## config.mk

```make
export PLATFORM = sky130hd
export DESIGN_NAME = midi_voice_allocator
export DESIGN_NICKNAME = d
export VERILOG_FILES = /design/src/rtl/midi_voice_allocator.sv
export SDC_FILE = /design/constraint.sdc
export NUM_CORES = 1
export LEC_CHECK = 0
export ABC_CLOCK_PERIOD_IN_PS = 3020
export CAP_MARGIN = 20
export CORE_MARGIN = 8
export CORE_UTILIZATION = 53
export CTS_CLUSTER_SIZE = 30
export DETAILED_ROUTE_END_ITERATION = 7
export DONT_BUFFER_PORTS = 1
export HOLD_SLACK_MARGIN = 0.02
export PLACE_DENSITY = 0.75
export SYNTH_ARGS = -nofsm -noshare
export SYNTH_HDL_FRONTEND = slang
export SYNTH_SLANG_ARGS = --single-unit
```

## constraint.sdc

```tcl
create_clock -name i_clk -period 3.02 [get_ports i_clk]
set_input_delay 0.604 -clock i_clk [delete_from_list [all_inputs] [get_ports i_clk]]
set_output_delay 0.604 -clock i_clk [all_outputs]
set_load 0.02 [all_outputs]
```

## src/rtl/midi_voice_allocator.sv

```systemverilog
// midi_voice_allocator
// Polyphonic voice scheduler. Takes decoded 3-byte MIDI messages and maps note-on/note-off
// events onto NUM_VOICES voice slots. A note-on goes to one of these, in order of preference:
// a voice already playing that note (retrigger), the lowest free voice, or the oldest active
// voice (steal). The scan visits one voice per cycle, so a note message takes NUM_VOICES+3
// cycles from acceptance to the next ready.
//
// Ports:
//   i_clk          system clock
//   i_nrst         synchronous active-low reset
//   i_msg_valid    message present; accepted when o_ready is high
//   i_msg          [23:16] status, [15:8] note, [7:0] velocity
//   o_ready        allocator idle, can accept a message
//   o_voice_active per-voice sounding flag
//   o_voice_note   7-bit note per voice, voice i in [7i+6:7i]
//   o_voice_vel    7-bit velocity per voice, same packing
//   o_voice_trig   one-cycle pulse when voice i is (re)assigned
//   o_steal        one-cycle pulse when an active voice was stolen
module midi_voice_allocator #(
  parameter int unsigned NUM_VOICES = 4,
  parameter int unsigned CHANNEL    = 0,
  parameter bit          OMNI       = 1'b0,
  parameter int unsigned AGE_W      = 8
) (
  input  logic                    i_clk,
  input  logic                    i_nrst,
  input  logic                    i_msg_valid,
  input  logic [23:0]             i_msg,
  output logic                    o_ready,
  output logic [NUM_VOICES-1:0]   o_voice_active,
  output logic [7*NUM_VOICES-1:0] o_voice_note,
  output logic [7*NUM_VOICES-1:0] o_voice_vel,
  output logic [NUM_VOICES-1:0]   o_voice_trig,
  output logic                    o_steal
);

  localparam int unsigned IdxW    = (NUM_VOICES > 1) ? $clog2(NUM_VOICES) : 1;
  localparam logic [IdxW-1:0] LastIdx = IdxW'(NUM_VOICES - 1);
  localparam logic [3:0]      ChanNib = 4'(CHANNEL);

  typedef enum logic [1:0] {StIdle, StDecode, StScan, StCommit} state_e;
  typedef enum logic [1:0] {OpNone, OpOn, OpOff, OpAllOff} op_e;

  state_e state_q, state_d;
  op_e    op_q, op_d;

  // Data bytes are stored already masked to 7 bits.
  logic [7:0] status_q, status_d;
  logic [6:0] key_q, key_d;
  logic [6:0] kvel_q, kvel_d;

  logic [IdxW-1:0] idx_q, idx_d;
  logic            match_found_q, match_found_d;
  logic [IdxW-1:0] match_idx_q, match_idx_d;
  logic            free_found_q, free_found_d;
  logic [IdxW-1:0] free_idx_q, free_idx_d;
  logic            old_found_q, old_found_d;
  logic [IdxW-1:0] old_idx_q, old_idx_d;
  logic [AGE_W-1:0] old_age_q, old_age_d;

  logic [NUM_VOICES-1:0] active_q, active_d;
  logic [NUM_VOICES-1:0] trig_q, trig_d;
  logic                  steal_q, steal_d;
  logic [6:0]       note_q [NUM_VOICES];
  logic [6:0]       note_d [NUM_VOICES];
  logic [6:0]       vel_q  [NUM_VOICES];
  logic [6:0]       vel_d  [NUM_VOICES];
  logic [AGE_W-1:0] age_q  [NUM_VOICES];
  logic [AGE_W-1:0] age_d  [NUM_VOICES];

  logic [IdxW-1:0] tgt;
  logic            unused_msg_bits;
  assign unused_msg_bits = ^{i_msg[15], i_msg[7]};

  always_comb begin
    state_d       = state_q;
    op_d          = op_q;
    status_d      = status_q;
    key_d         = key_q;
    kvel_d        = kvel_q;
    idx_d         = idx_q;
    match_found_d = match_found_q;
    match_idx_d   = match_idx_q;
    free_found_d  = free_found_q;
    free_idx_d    = free_idx_q;
    old_found_d   = old_found_q;
    old_idx_d     = old_idx_q;
    old_age_d     = old_age_q;
    active_d      = active_q;
    trig_d        = '0;
    steal_d       = 1'b0;
    note_d        = note_q;
    vel_d         = vel_q;
    age_d         = age_q;
    tgt           = '0;

    unique case (state_q)
      StIdle: begin
        if (i_msg_valid) begin
          status_d = i_msg[23:16];
          key_d    = i_msg[14:8];
          kvel_d   = i_msg[6:0];
          state_d  = StDecode;
        end
      end
      StDecode: begin
        state_d       = StIdle;
        op_d          = OpNone;
        idx_d         = '0;
        match_found_d = 1'b0;
        free_found_d  = 1'b0;
        old_found_d   = 1'b0;
        old_age_d     = '0;
        if (status_q[7] && (OMNI || (status_q[3:0] == ChanNib))) begin
          if (status_q[6:4] == 3'h1) begin
            // Note-on with zero velocity is a note-off by MIDI convention.
            op_d    = (kvel_q != 7'd0) ? OpOn : OpOff;
            state_d = StScan;
          end else if (status_q[6:4] == 3'h0) begin
            op_d    = OpOff;
            state_d = StScan;
          end else if ((status_q[6:4] == 3'h3) && (key_q == 7'd123)) begin
            op_d    = OpAllOff;
            state_d = StCommit;
          end
        end
      end
      StScan: begin
        if (active_q[idx_q] && (note_q[idx_q] == key_q) && !match_found_q) begin
          match_found_d = 1'b1;
          match_idx_d   = idx_q;
        end
        if (!active_q[idx_q] && !free_found_q) begin
          free_found_d = 1'b1;
          free_idx_d   = idx_q;
        end
        // Strict compare keeps the lowest index on equal ages.
        if (active_q[idx_q] && (!old_found_q || (age_q[idx_q] > old_age_q))) begin
          old_found_d = 1'b1;
          old_idx_d   = idx_q;
          old_age_d   = age_q[idx_q];
        end
        if (idx_q == LastIdx) begin
          state_d = StCommit;
        end else begin
          idx_d = idx_q + 1'b1;
        end
      end
      StCommit: begin
        state_d = StIdle;
        unique case (op_q)
          OpOn: begin
            if (match_found_q) begin
              tgt = match_idx_q;
            end else if (free_found_q) begin
              tgt = free_idx_q;
            end else begin
              tgt     = old_idx_q;
              steal_d = 1'b1;
            end
            for (int i = 0; i < NUM_VOICES; i++) begin
              if (IdxW'(i) == tgt) begin
                note_d[i]   = key_q;
                vel_d[i]    = kvel_q;
                active_d[i] = 1'b1;
                age_d[i]    = '0;
                trig_d[i]   = 1'b1;
              end else if (active_q[i] && (age_q[i] != {AGE_W{1'b1}})) begin
                age_d[i] = age_q[i] + 1'b1;
              end
            end
          end
          OpOff: begin
            if (match_found_q) begin
              active_d[match_idx_q] = 1'b0;
            end
          end
          OpAllOff: active_d = '0;
          default: ;
        endcase
      end
      default: state_d = StIdle;
    endcase
  end

  always_ff @(posedge i_clk) begin
    if (!i_nrst) begin
      state_q       <= StIdle;
      op_q          <= OpNone;
      status_q      <= '0;
      key_q         <= '0;
      kvel_q        <= '0;
      idx_q         <= '0;
      match_found_q <= 1'b0;
      match_idx_q   <= '0;
      free_found_q  <= 1'b0;
      free_idx_q    <= '0;
      old_found_q   <= 1'b0;
      old_idx_q     <= '0;
      old_age_q     <= '0;
      active_q      <= '0;
      trig_q        <= '0;
      steal_q       <= 1'b0;
      for (int i = 0; i < NUM_VOICES; i++) begin
        note_q[i] <= '0;
        vel_q[i]  <= '0;
        age_q[i]  <= '0;
      end
    end else begin
      state_q       <= state_d;
      op_q          <= op_d;
      status_q      <= status_d;
      key_q         <= key_d;
      kvel_q        <= kvel_d;
      idx_q         <= idx_d;
      match_found_q <= match_found_d;
      match_idx_q   <= match_idx_d;
      free_found_q  <= free_found_d;
      free_idx_q    <= free_idx_d;
      old_found_q   <= old_found_d;
      old_idx_q     <= old_idx_d;
      old_age_q     <= old_age_d;
      active_q      <= active_d;
      trig_q        <= trig_d;
      steal_q       <= steal_d;
      note_q        <= note_d;
      vel_q         <= vel_d;
      age_q         <= age_d;
    end
  end

  always_comb begin
    o_voice_note = '0;
    o_voice_vel  = '0;
    for (int i = 0; i < NUM_VOICES; i++) begin
      o_voice_note[7*i +: 7] = note_q[i];
      o_voice_vel[7*i +: 7]  = vel_q[i];
    end
  end

  assign o_ready        = (state_q == StIdle);
  assign o_voice_active = active_q;
  assign o_voice_trig   = trig_q;
  assign o_steal        = steal_q;

endmodule

```

# --- After elaboration in Yosys (flattened, before gate mapping) ---
# Cells that the tools add are included.
totals:
  elab_cells: 179
  input_bits: 27
  ff_bits: 142
  out_inout_bits: 66
classes:
  n_lt_le_gt_ge: 5
  mux: 53
  add_sub_neg: 5
  n_eq_ne: 29
  n_reduce_logical: 50
  n_bitwise: 6
op_table:
  columns: ["cell", "count"]
  rows:
  - ["2-to-1 mux 8 bit", 11]
  - ["adder 8 x 1 -> 8 bit, second input constant", 4]
  - ["!= test 8 bit, second input constant", 4]
  - ["2-to-1 mux 2 bit", 14]
  - ["AND reduction 3 bit", 9]
  - ["!= test 2 bit, second input constant", 11]
  - ["AND reduction 2 bit", 9]
  - ["binary-select mux 8 bit (select 2 bit)", 1]
  - ["case mux 8 bit (2 select lines)", 1]
  - ["AND reduction 4 bit", 4]
  - ["binary-select mux 7 bit (select 2 bit)", 1]
  - ["2-to-1 mux 1 bit", 14]
  - ["2-to-1 mux 7 bit", 2]
  - ["case mux 4 bit (3 select lines)", 1]
  - ["logical AND 1 bit", 11]
  - ["== test 2 bit, second input constant", 5]
  - ["nonzero test 2 bit", 5]
  - ["> comparator 8 bit", 1]
  - ["case mux 2 bit (4 select lines)", 1]
  - ["== test 7 bit", 1]
  - ["== test 7 bit, second input constant", 1]
  - ["nonzero test 7 bit", 1]
  - ["< comparator 2 x 3 -> 1 bit, second input constant", 2]
  - ["case mux 1 bit (2 select lines)", 3]
  - ["other kinds (23)", 31]

# --- Depth between registers and ports, before layout ---
# Gate-level depths: netlist of the first run.
depth:
  ltp_word: 9
  depth_mapped: 12
  ltp_nobuf: 9

# --- Least setup slack after synthesis of the first run ---
# No wires, ideal clock.
synth_path:
  path_kind: "register to register"
  startpoint: "reg idx_q[0]"
  endpoint: "reg old_age_q[1]"
  stages_incl_launch_ff: 11
  period_less_slack_ns: 2.817
  t_arrival_ns: 2.701
  setup_time_ns: 0.116
  required_time_ns: 2.904
  path_buffers: 3
  slack_ns: 0.203
  path_cell_list: "dfxtp_1 -> buf_4 -> buf_2 -> mux4_2 -> ha_1 -> nand4_1 -> or3_1 -> o211ai_4 -> buf_6 -> mux2i_1 -> nor2b_1"
synth_between:
  elab_chain_len: 9
  word_cells_on_any_way: 13
  classes_between: "1 x order compare; 1 x eq/ne; 7 x mux; 1 x bitwise; 3 x reduce/logical"
synth_lines:
  columns: ["element", "line", "rtl"]
  rows:
  - ["start: declaration", "52", "logic [IdxW-1:0] idx_q, idx_d;"]
  - ["start signal: assignment", "215", "idx_q <= idx_d;"]
  - ["inverter 2 -> 3 bit (not written as such)", "138, 141", null]
  - ["binary-select mux 8 bit (select 2 bit)", "138, 141", null]
  - ["2-to-1 mux 8 bit (not written as such) (2 in a row)", "138, 141", null]
  - ["> comparator 8 bit", "138", "if (active_q[idx_q] && (!old_found_q || (age_q[idx_q] > old_age_q))) begin"]
  - ["logical OR 1 bit", "138", null]
  - ["logical AND 1 bit", "138", null]
  - ["!= test 2 bit (no line)", null, null]
  - ["AND reduction 2 bit (no line)", null, null]
  - ["end signal: assignment", "222", "old_age_q <= old_age_d;"]
  - ["end: declaration", "59", "logic [AGE_W-1:0] old_age_q, old_age_d;"]
# Parallel ways exist; a longest one is shown, timed or not. The select of a mux whose other input is x is not followed.
# A chain may end at the register's enable or synchronous reset.

# --- Final worst setup path of the first run ---
layout_path:
  startpoint: "reg idx_q[0]"
  endpoint: "reg old_age_q[7]"
# The elaborated chain is that of the path after synthesis.

==> summary.md, run 1 <==
• **crit end category** flip-flop
• **clock tree from TritonCTS** yes
• **warnings from Yosys** 0
• **cell with the largest stage delay on the worst path** mux4_2
• **area post-placement** 6880 µm²
• **post-synthesis cell area** 6760 µm²
• **P_sw** 866 µW
• **synthesized-area fraction occupied by xor and xnor cells** 3.76%
• **total global routing overflow** 0
• **number of max-slew violations in the final report** 0
• **count of boundary I/O pins** 93
• **Fin Setup TNS** 0 ns
• **number of post-CTS setup repair buffers** 0
• **switching part of the total** 20.9%
• **WL per Instance** 18.6 µm
• **mux cell area share after synthesis** 8.44%
• **fraction of final layout cells sized beyond drive strength 1** 10.8%
• **vias in the first global route** 5,368
• **clock tree root buffer cell** clkbuf_16
• **number of DRC violations after detailed-routing iteration 0** 397
• **instance count of the mapped netlist** 759
• **final worst-path cycle share** 91.9%
• **post-route cell area** 7480 µm²
• **die height** 129 µm
• **worst path required time** 3.33 ns
• **stage delay of the slowest cell on the critical path** 0.58 ns
• **clock tree skew after final layout** 0.0128 ns
• **status** completed
• **RSZ-0062 raised after global routing** false
• **first-pass GRT wire length** 27.8 mm
• **post-route core utilization** 59.8%
• **Floorplan Core Area** 12,500 µm²
• **power share of the sequential group** 46.5%
• **initial antenna violation count** 0
• **1st-pass router iterations** 5
• **row count** 41
• **complex-gate fraction of the synthesized area** 15.6%
• **crit path max fanout** 12
• **adder and majority gate portion of the synthesized area** 2.41%
• **Pleak** 0.00254 µW
• **CP Class** reg2reg
• **global routing met3 resource utilization** 7.99%
• **part of the total power dissipated in the clock network** 51.3%
• **family with the most delay on the worst path** multiplexers
• **startpoint class of the critical path** flip-flop
• **clock edge transition at the registers on the reported setup and hold paths** 0.06 ns
• **remaining design rule violation count** 0
• **most used routing layer** met2
• **number of nets produced by synthesis** 799
• **post-synth cell types** 53
• **primary flip-flop cell chosen by synthesis mapping** dfxtp_1
• **Final Net Count** 788
• **Synth Area per Inst** 8.91 µm²
• **port bufs** 0
• **maximum number of pins on one net before global-route repair** 125
• **class of the worst hold path** in2reg
• **routability-driven placement congestion ratio** 0.849
• **maximum level of the CTS H-tree** 4
• **die extent in x** 129 µm
• **worst ir drop on vdd** 0.537 mV
• **simple-gate share of the synthesized area** 23.9%
• **number of buffers between clock root and the deepest sink** 2
• **slew at the pin with the worst max-slew slack** 0.786 ns
• **sinks on the clock net** 142
• **combinational cell fraction of total power** 2.1%
• **total global-route track usage** 21.6%
• **proportion of register bits with asynchronous set or reset after synthesis** 0%
• **Clock Latency Late Sink** 0.43 ns
• **total internal power** 3270 µW
• **count of flip-flops with a built-in enable after synthesis** 0
• **fraction of met1 tracks used by global routing** 24.8%
• **met2 Track Usage GR** 35.2%
• **Post-DRT Antenna Nets** 0
• **register bit total from synthesis** 142
• **Worst slew margin** 47.4%
• **minimum period implied by the final worst setup slack** 2.77 ns
• **main combinational cell family by area after synthesis** simple AND/OR/NAND/NOR gates
• **final hold vios** 0
• **total number of vias** 5,446
• **DP HPWL** 11.8 mm
• **worst path arrival time** 3.08 ns
• **post-DR vias/cell** 5.84
• **number of buffers added by the clock tree synthesis step** 17
• **most used cell along the critical path** nor2b_1
• **setup-violating endpoint count in the final report** 0
• **wire length after detailed routing** 17.3 mm
• **starting utilization of the core area** 54.0%
• **Antenna diodes** 0
• **fmax** 360 MHz
• **sequential area share after synthesis** 42.1%
• **Cell Chain, Critical Path** mux4_2 > ha_1 > nor2b_1 > o211ai_1 > a21oi_1 > o211ai_4 > mux2i_1 > nor2b_1
• **Die Area** 16,600 µm²
• **count of max-cap constraint violations** 0
• **area added between synthesis and finish** 10.7%
• **total power divided by cell area** 553 nW/µm²
• **worst path bufs/invs** 0
-- kinds of logic (layout without fill, tap and decap cells) --
kind of cell,Yosys count,count (layout)
AOI/OAI and AO/OA,143,143
xor gates and xnor gates,29,29
adders and majority gates,13,13
buffers and inverters,59,61
DFF,142,142
muxes,38,38
and+or+nand+nor,335,335
-- metrics by stage --
step / total power [µW] / hold slack [ns] / std cells / setup WS (ns)
after global routing: 4260 / 0.307 / 933 / 0.0767
after detailed placement: 2050 / 0.465 / 901 / 0.0845
after floorplan: 2050 / 0.439 / 759 / 0.203
after global placement: 2050 / 0.454 / 901 / 0.226
final: 4140 / 0.314 / 933 / 0.245
after CTS: 4160 / 0.301 / 933 / 0.0755
-- state kept, by name (all words and copies together), names as in the netlist, named ones only --
signal          flops
age_q              32
free_found_q        1
free_idx_q          2
idx_q               2
key_q               7
kvel_q              7
match_found_q       1
match_idx_q         2
o_steal             1
o_voice_active      4
o_voice_note       28
o_voice_trig        4
o_voice_vel        28
old_age_q           8
old_found_q         1
old_idx_q           2
op_q                2
state_q             1
status_q            8
-- power groups by stage --
stage	registers (µW)	logic [µW]	clock network [µW]
6_report	1930	88.6	2120
3_5_place_dp	1970	88.7	0
2_1_floorplan	1950	101	0
5_1_grt	1930	98.4	2230
3_3_place_gp	1960	86.3	0
4_1_cts	1920	89.5	2150
-- final timing paths --
kind / from / end / slack, ns / cells past startpoint
setup / recovery: idx_q[0]$_SDFFE_PN0P_ / old_age_q[7]$_SDFFE_PN0P_ / 0.25 / 8
hold reg to reg: status_q[7]$_SDFFE_PN0P_ / status_q[7]$_SDFFE_PN0P_ / 0.47 / 2
setup reg to reg: idx_q[0]$_SDFFE_PN0P_ / old_age_q[7]$_SDFFE_PN0P_ / 0.25 / 8
hold / removal: i_msg[23] / status_q[7]$_SDFFE_PN0P_ / 0.31 / 2
-- routing by layer --
metal  wire length, µm  share of wire (%)  up-vias
li1                  -                  -     2567
met1              6860                 40     2574
met2              8150                 47      259
met3              1790                 10       46
met4               523                3.0        0
met5                 0                  0        -
-- worst register-to-register path, cell delays in order, from the launching register on --
cell and delay, ns:
dfxtp_2 0.49, mux4_2 0.58, ha_1 0.31, nor2b_1 0.14, o211ai_1 0.18, a21oi_1 0.15
o211ai_4 0.46, mux2i_1 0.28, nor2b_1 0.07
-- final cells by class --
type	count	area, µm²
Clock buffer	21	460
Clock inverter	11	140
Fill cell	1066	5030
Inverter	14	52.6
Multi-Input combinational cell	558	3660
Sequential cell	142	2840
Tap cell	172	215
Timing Repair Buffer	15	113
-- cells in the mapped netlist, types with 2 or more instances --
master	instances	area, µm²
a211oi_1	5	37.5
a21boi_0	81	608
a21boi_2	4	45.0
a21oi_1	18	90.1
a22oi_1	6	45.0
and2_1	13	81.3
and3_1	2	12.5
buf_2	14	70.1
buf_4	3	22.5
clkbuf_1	26	97.6
dfxtp_1	142	2840
ha_1	13	163
inv_1	14	52.6
mux2i_1	21	210
mux4_2	15	338
nand2_1	191	717
nand2b_1	6	37.5
nand3_1	20	100
nand4_1	8	50.1
nor2_1	29	109
nor2b_1	24	150
nor3_1	13	65.1
nor3_4	3	48.8
nor4_1	7	43.8
nor4_2	4	50.1
o211a_1	4	40.0
o21a_1	4	30.0
o21ai_0	14	70.1
o21ai_4	2	32.5
or3_1	3	18.8
xnor2_1	27	236
xor2_1	2	17.5
-- cell usage in the layout, fill, tap and decap left out, types with 6 or more instances in the layout --
master       n
nor2b_1     24
and2_1      13
nor2_1      29
nand2_1    191
o21ai_0     14
buf_4       15
a21oi_1     18
clkbuf_16   17
mux2i_1     21
mux4_2      15
nand2b_1     6
nand4_1      8
ha_1        13
a22oi_1      6
xnor2_1     27
nor3_1      13
nor4_1       7
inv_1       14
dfxtp_1    141
a21boi_0    81
nand3_1     20
-- timing repair --
item | in CTS | in global routing
resized for setup | 0 | 1
hold buffers | 0 | 0
setup endpoints to repair | 0 | 10
No activity file was read; power rests on OpenSTA's default activity.
==> run 2: changes to the inputs <==
Settings changed: ABC_CLOCK_PERIOD_IN_PS 3020 to 2950, HOLD_SLACK_MARGIN 0.02 to 0.1, PLACE_DENSITY 0.75 to 0.72.
Clock period 3.02 ns to 2.95 ns, I/O delays scaled along.
==> run 2 against run 1 <==
  * Critical path depth grew 1
  * Setup slack improved by 0.079 ns
  * Fmax rose by 5.7%
  * Non-clock buffer count up 2
  * Sequential power increased by 2%
  * Hold slack got worse by 0.0011 ns
  * First-iteration DRC count grew 20%
  * Wire length grew 0.40%
  * Register-to-register slack improved by 0.08 ns
  * Clock-buffer cell count fell by 2
  * Die area stayed put
==> summary.md, run 2 (same netlist as run 1, synthesis figures left out) <==
• **status** completed
• **Pleak** 0.00254 µW, +0.28%
• **1st-pass router iterations** 5, unchanged
• **first-pass GRT wire length** 27.8 mm, -0.20%
• **initial antenna violation count** 0, unchanged
• **worst-case hold slack** 0.313 ns, -0.00113 ns
• **maximum level of the CTS H-tree** 4, unchanged
• **startpoint class of the critical path** flip-flop
• **WL per Instance** 18.6 µm, +0.18%
• **worst-case hold path end point** op_q[1]$_SDFFE_PN0P_
• **most frequent cells in the layout** 191 x nand2_1, 141 x dfxtp_1, 81 x a21boi_0
• **area added between synthesis and finish** 10.8%, about the same
• **most common library cell in the layout ignoring fill and taps** nand2_1
• **class of the worst hold path** in2reg
• **Critical R2R Launch** idx_q[0]$_SDFFE_PN0P_
• **Antenna diodes** 0, unchanged
• **number of buffers added by the clock tree synthesis step** 17, unchanged
• **die height** 129 µm, unchanged
• **area post-placement** 6890 µm², +0.11%
• **slew at the pin with the worst max-slew slack** 0.749 ns, -0.0369 ns
• **number of max-slew violations in the final report** 0, unchanged
• **fraction of final layout cells sized beyond drive strength 1** 11.1%, +0.36 points
• **die extent in x** 129 µm, unchanged
• **number of buffers between clock root and the deepest sink** 2, unchanged
• **sinks on the clock net** 142, unchanged
• **crit path max fanout** 12, unchanged
• **starting utilization of the core area** 54.0%, unchanged
• **clock tree skew after final layout** 0.00873 ns, -0.00411 ns
• **Worst slew margin** 49.9%, +2.5 points
• **total number of vias** 5,398, -0.88%
• **Post-DRT Antenna Nets** 0, unchanged
• **clock tree root buffer cell** clkbuf_16
• **Clock Latency Late Sink** 0.42 ns, about the same
• **Fin Setup TNS** 0 ns, unchanged
• **final hold vios** 0, unchanged
• **beginning of the worst hold path** i_nrst
• **total global-route track usage** 21.5%, -0.14 points
• **post-route cell area** 7490 µm², about the same
• **clock tree from TritonCTS** yes
• **worst hold stages** 1, -1
• **maximum number of pins on one net before global-route repair** 125, unchanged
• **setup-violating endpoint count in the final report** 0, unchanged
• **worst path arrival time** 2.93 ns, -0.15 ns
• **worst ir drop on vdd** 0.373 mV, -31%
• **row count** 41, unchanged
• **sum of routed wire segments on met1** 7.00 mm, +2.0%
• **CP Class** reg2reg
• **Top Layer Used** met4
• **total global routing overflow** 0, unchanged
• **Final Net Count** 790, +0.25%
• **vias in the first global route** 5,338, -0.56%
• **Floorplan Core Area** 12,500 µm², unchanged
• **met2 WL** 8.57 mm, +5.1%
• **fmax** 381 MHz, +5.7%
• **FF+latch area** 2840 µm², unchanged
• **final worst-path cycle share** 89.0%, -2.9 points
• **most flop-heavy register** age_q
• **capturing point of the worst reg2reg path** old_age_q[4]$_SDFFE_PN0P_
• **post-route core utilization** 59.8%, about the same
• **RSZ-0062 raised after global routing** false
• **reg-to-reg slack, setup** 0.32 ns, +0.08 ns
• **number of DRC violations after detailed-routing iteration 0** 476, +20%
• **total power divided by cell area** 554 nW/µm², +0.28%
• **remaining design rule violation count** 0, unchanged
• **count of boundary I/O pins** 93, unchanged
• **Register-to-Register Path Depth** 9, +1
• **filler cell count in the final layout** 1,093, +2.5%
• **met3 wire len** 1.47 mm, -18%
• **worst path required time** 3.25 ns, -0.08 ns
• **crit end category** flip-flop
• **routability-driven placement congestion ratio** 0.844, -0.52%
• **Die Area** 16,600 µm², unchanged
• **DP HPWL** 12.2 mm, +2.8%
• **port bufs** 0, unchanged
• **wire length after detailed routing** 17.4 mm, +0.40%
• **max FFs per register** 32, unchanged
• **count of max-cap constraint violations** 0, unchanged
• **minimum period implied by the final worst setup slack** 2.63 ns, -0.149 ns
• **footprint of the multi-input gates** 3660 µm², unchanged
• **clock edge transition at the registers on the reported setup and hold paths** 0.06 ns, about the same
• **hold-fix buffers at CTS** 0, unchanged
• **post-DR vias/cell** 5.77, -1.1%
-- run 2: timing repair --
| action | CTS | global route |
|---|---|---|
| buffers inserted | 0 | 1 |
| resized for setup | 0 | 1 |
| setup endpoints to repair | 0 | 10 |
-- run 2: critical path, stage by stage, from the launching register on --
cell	delay (ns)
dfxtp_2	0.47
buf_4	0.16
mux4_2	0.53
ha_1	0.34
nand4_1	0.10
or3_1	0.36
o211ai_4	0.11
buf_12	0.17
mux2i_1	0.20
nor2b_1	0.07
-- run 2: area by class of cell --
class	count	share of cell area, %
Timing Repair Buffer	17	1.87
Tap cell	172	2.87
Sequential cell	142	38.0
Clock inverter	13	1.82
Clock buffer	19	5.91
Inverter	14	0.702
Multi-Input combinational cell	558	48.9
-- run 2: worst max-delay path by stage --
| stage | from | to | slack (ns) | cells past startpoint |
|---|---|---|---|---|
| floorplan | idx_q[0]$_SDFFE_PN0P_ | old_age_q[1]$_SDFFE_PN0P_ | 0.13 | 10 |
| global placement | idx_q[0]$_SDFFE_PN0P_ | old_age_q[1]$_SDFFE_PN0P_ | 0.21 | 7 |
| detailed placement | idx_q[0]$_SDFFE_PN0P_ | old_age_q[4]$_SDFFE_PN0P_ | 0.11 | 8 |
| CTS | idx_q[0]$_SDFFE_PN0P_ | old_age_q[4]$_SDFFE_PN0P_ | 0.09 | 8 |
| global route | idx_q[0]$_SDFFE_PN0P_ | old_age_q[4]$_SDFFE_PN0P_ | 0.18 | 9 |
| finish | idx_q[0]$_SDFFE_PN0P_ | old_age_q[4]$_SDFFE_PN0P_ | 0.32 | 9 |
-- run 2: report_power, final --
| part | internal, µW | total [µW] | switching [µW] | leakage (µW) |
|---|---|---|---|---|
| logic | 43.7 | 91.7 | 48.0 | 0.00111 |
| registers | 1940 | 1970 | 32.7 | 0.00115 |
| clock network | 1270 | 2090 | 821 | 0.000288 |
| total | 3250 | 4150 | 902 | 0.00254 |
-- run 2: metal layers --
layer	track usage, %	vias up
met2	36.5	189
li1	-	2573
met3	8.32	30
met1	24.2	2606
met5	0	-
met4	7.39	0
-- run 2: per-stage QoR --
step	total power (µW)	instances	setup WS, ns
2_1_floorplan	2100	759	0.133
3_3_place_gp	2100	902	0.214
3_5_place_dp	2100	902	0.109
4_1_cts	4180	934	0.0858
5_1_grt	4280	935	0.180
6_report	4150	935	0.324
==> run 3: changes to the inputs <==
Settings changed: CORE_MARGIN 8 to 1.
==> run 3 against run 2 <==
  * Sequential share of layout area decreased by 0.19 points
  * First-iteration DRC count increased by 1.1%
  * Fmax decreased by 4.6%
  * Clock skew increased by 0.0020 ns
  * Critical path depth decreased by 1
  * Clock-buffer cell count decreased by 1
  * Flip-flop and latch count unchanged
  * Wire length decreased by 3.7%
  * Clock power increased by 11%
  * Register-to-register slack got worse by 0.13 ns
  * Critical endpoint unchanged
==> summary.md, run 3 (same netlist as run 1, synthesis figures left out) <==
• **die extent in x** 115 µm, -11%
• **remaining design rule violation count** 0, unchanged
• **stage delay of the slowest cell on the critical path** 0.56 ns, +0.03 ns
• **area added between synthesis and finish** 11.3%
• **starting utilization of the core area** 55.4%, +1.4 points
• **routability-driven placement congestion ratio** 0.868, +2.9%
• **worst path required time** 3.26 ns, about the same
• **P_sw** 944 µW, +4.7%
• **port bufs** 0, unchanged
• **Final Net Count** 789, -0.13%
• **sinks on the clock net** 142, unchanged
• **total global routing overflow** 0, unchanged
• **combinational cell fraction of total power** 2.1%, about the same
• **maximum level of the CTS H-tree** 4, unchanged
• **number of gates resized after CTS** 0, unchanged
• **vias in the first global route** 5,387, +0.92%
• **fraction of final layout cells sized beyond drive strength 1** 11.0%, -0.12 points
• **initial antenna violation count** 0, unchanged
• **count of max-cap constraint violations** 0, unchanged
• **startpoint class of the critical path** flip-flop
• **switching part of the total** 21.6%, -0.16 points
• **maximum number of pins on one net before global-route repair** 125, unchanged
• **cell with the largest stage delay on the worst path** mux4_2
• **number of DRC violations after detailed-routing iteration 0** 481, +1.1%
• **crit end category** flip-flop
• **worst path arrival time** 3.06 ns, +0.13 ns
• **overall power of the completed layout** 4380 µW, +5.5%
• **setup-violating endpoint count in the final report** 0, unchanged
• **final hold vios** 0, unchanged
• **Pleak** 0.00255 µW, +0.34%
• **Die Area** 13,200 µm², -21%
• **Floorplan Core Area** 12,200 µm², -2.4%
• **max FFs per register** 32, unchanged
• **clock tree skew after final layout** 0.0108 ns, +0.00204 ns
• **Fin Setup TNS** 0 ns, unchanged
• **clock edge transition at the registers on the reported setup and hold paths** 0.06 ns, about the same
• **part of the total power dissipated in the clock network** 52.9%, +2.6 points
• **number of post-CTS setup repair buffers** 0, unchanged
• **total internal power** 3430 µW, +5.7%
• **minimum period implied by the final worst setup slack** 2.75 ns, +0.127 ns
• **power share of the sequential group** 45.0%, -2.5 points
• **final worst-path cycle share** 93.3%, +4.3 points
• **total power divided by cell area** 582 nW/µm², +5.0%
• **Cell Chain, Critical Path** buf_4 > mux4_2 > ha_1 > a211oi_1 > o21ai_0 > o211ai_4 > mux2i_1 > nor2b_1
• **die height** 115 µm, -11%
• **fmax** 363 MHz, -4.6%
• **Worst slew margin** 47.4%, -2.5 points
• **most frequent cells in the layout** 191 x nand2_1, 142 x dfxtp_1, 81 x a21boi_0
• **total global-route track usage** 26.8%, +5.3 points
• **clock tree from TritonCTS** yes
• **Antenna diodes** 0, unchanged
• **count of boundary I/O pins** 93, unchanged
• **class of the worst hold path** in2reg
• **total number of vias** 5,352, -0.85%
• **clock tree root buffer cell** clkbuf_16
• **row count** 40, -2.4%
• **RSZ-0062 raised after global routing** false
• **DP HPWL** 11.3 mm, -7.2%
• **WL per Instance** 18.0 µm, -3.1%
• **CP Class** reg2reg
• **first-pass GRT wire length** 27.0 mm, -2.9%
• **number of buffers between clock root and the deepest sink** 2, unchanged
• **number of max-slew violations in the final report** 0, unchanged
• **worst-case hold slack** 0.307 ns, -0.00578 ns
• **1st-pass router iterations** 5, unchanged
• **number of buffers added by the clock tree synthesis step** 17, unchanged
• **status** completed
• **most common library cell in the layout ignoring fill and taps** nand2_1
• **Clock Latency Late Sink** 0.42 ns, about the same
• **worst ir drop on vdd** 0.309 mV, -17%
• **slew at the pin with the worst max-slew slack** 0.787 ns, +0.0374 ns
• **crit path max fanout** 12, unchanged
• **hold-fix buffers at CTS** 0, unchanged
• **wire length after detailed routing** 16.8 mm, -3.7%
• **post-DR vias/cell** 5.75, -0.32%
• **most flop-heavy register** age_q
• **Post-DRT Antenna Nets** 0, unchanged
==> run 3: worst paths after layout <==
path / startpoint / to / slack, ns / cells past startpoint
min reg2reg: status_q[7]$_SDFFE_PN0P_ / status_q[7]$_SDFFE_PN0P_ / 0.47 / 2
max: idx_q[0]$_SDFFE_PN0P_ / old_age_q[4]$_SDFFE_PN0P_ / 0.20 / 8
min: i_msg[10] / key_q[2]$_SDFFE_PN0P_ / 0.31 / 2
max reg2reg: idx_q[0]$_SDFFE_PN0P_ / old_age_q[4]$_SDFFE_PN0P_ / 0.20 / 8
==> run 3: per-layer routing <==
layer	share of wire (%)	GRT usage, %	routed length [µm]
met1	42	32.2	7080
met2	48	45.6	8080
met3	7.4	6.43	1240
met4	2.2	12.1	365
met5	0	0	0
==> run 3: power by group through the flow <==
stage / Combinational (µW) / Clock [µW] / Sequential (µW)
after floorplan: 104 / 0 / 1990
after global placement: 89.4 / 0 / 2010
after detailed placement: 92.2 / 0 / 2010
after CTS: 92.6 / 2340 / 1970
after global routing: 103 / 2430 / 1970
final: 92.0 / 2320 / 1970
==> run 3: layout make-up <==
cell class                 count  area (µm²)
fill                        1065        4690
sequential                   142        2840
clock inverter                14         201
timing repair buffer          16         120
tap                          168         210
multi-input combinational    558        3660
inverter                      14        52.6
clock buffer                  18         439
==> run 3: metrics by stage <==
stage	utilization (%)	worst slack, ns	area, µm²	instances
floorplan	-	0.133	6760	759
CTS	61.6	0.201	7530	930
global placement	56.4	0.279	6890	898
global route	61.6	0.0904	7530	930
finish	61.6	0.197	7530	930
detailed placement	56.4	0.210	6890	898
==> run 3: worst max-delay path: cells and delay by family, from the launching register on <==
kind / cells / cell delay (ns)
muxes: 2 / 0.82
DFF: 1 / 0.33
AOI/OAI and AO/OA: 3 / 0.90
buffers and inverters: 1 / 0.19
adders and majority gates: 1 / 0.33
and+or+nand+nor: 1 / 0.07
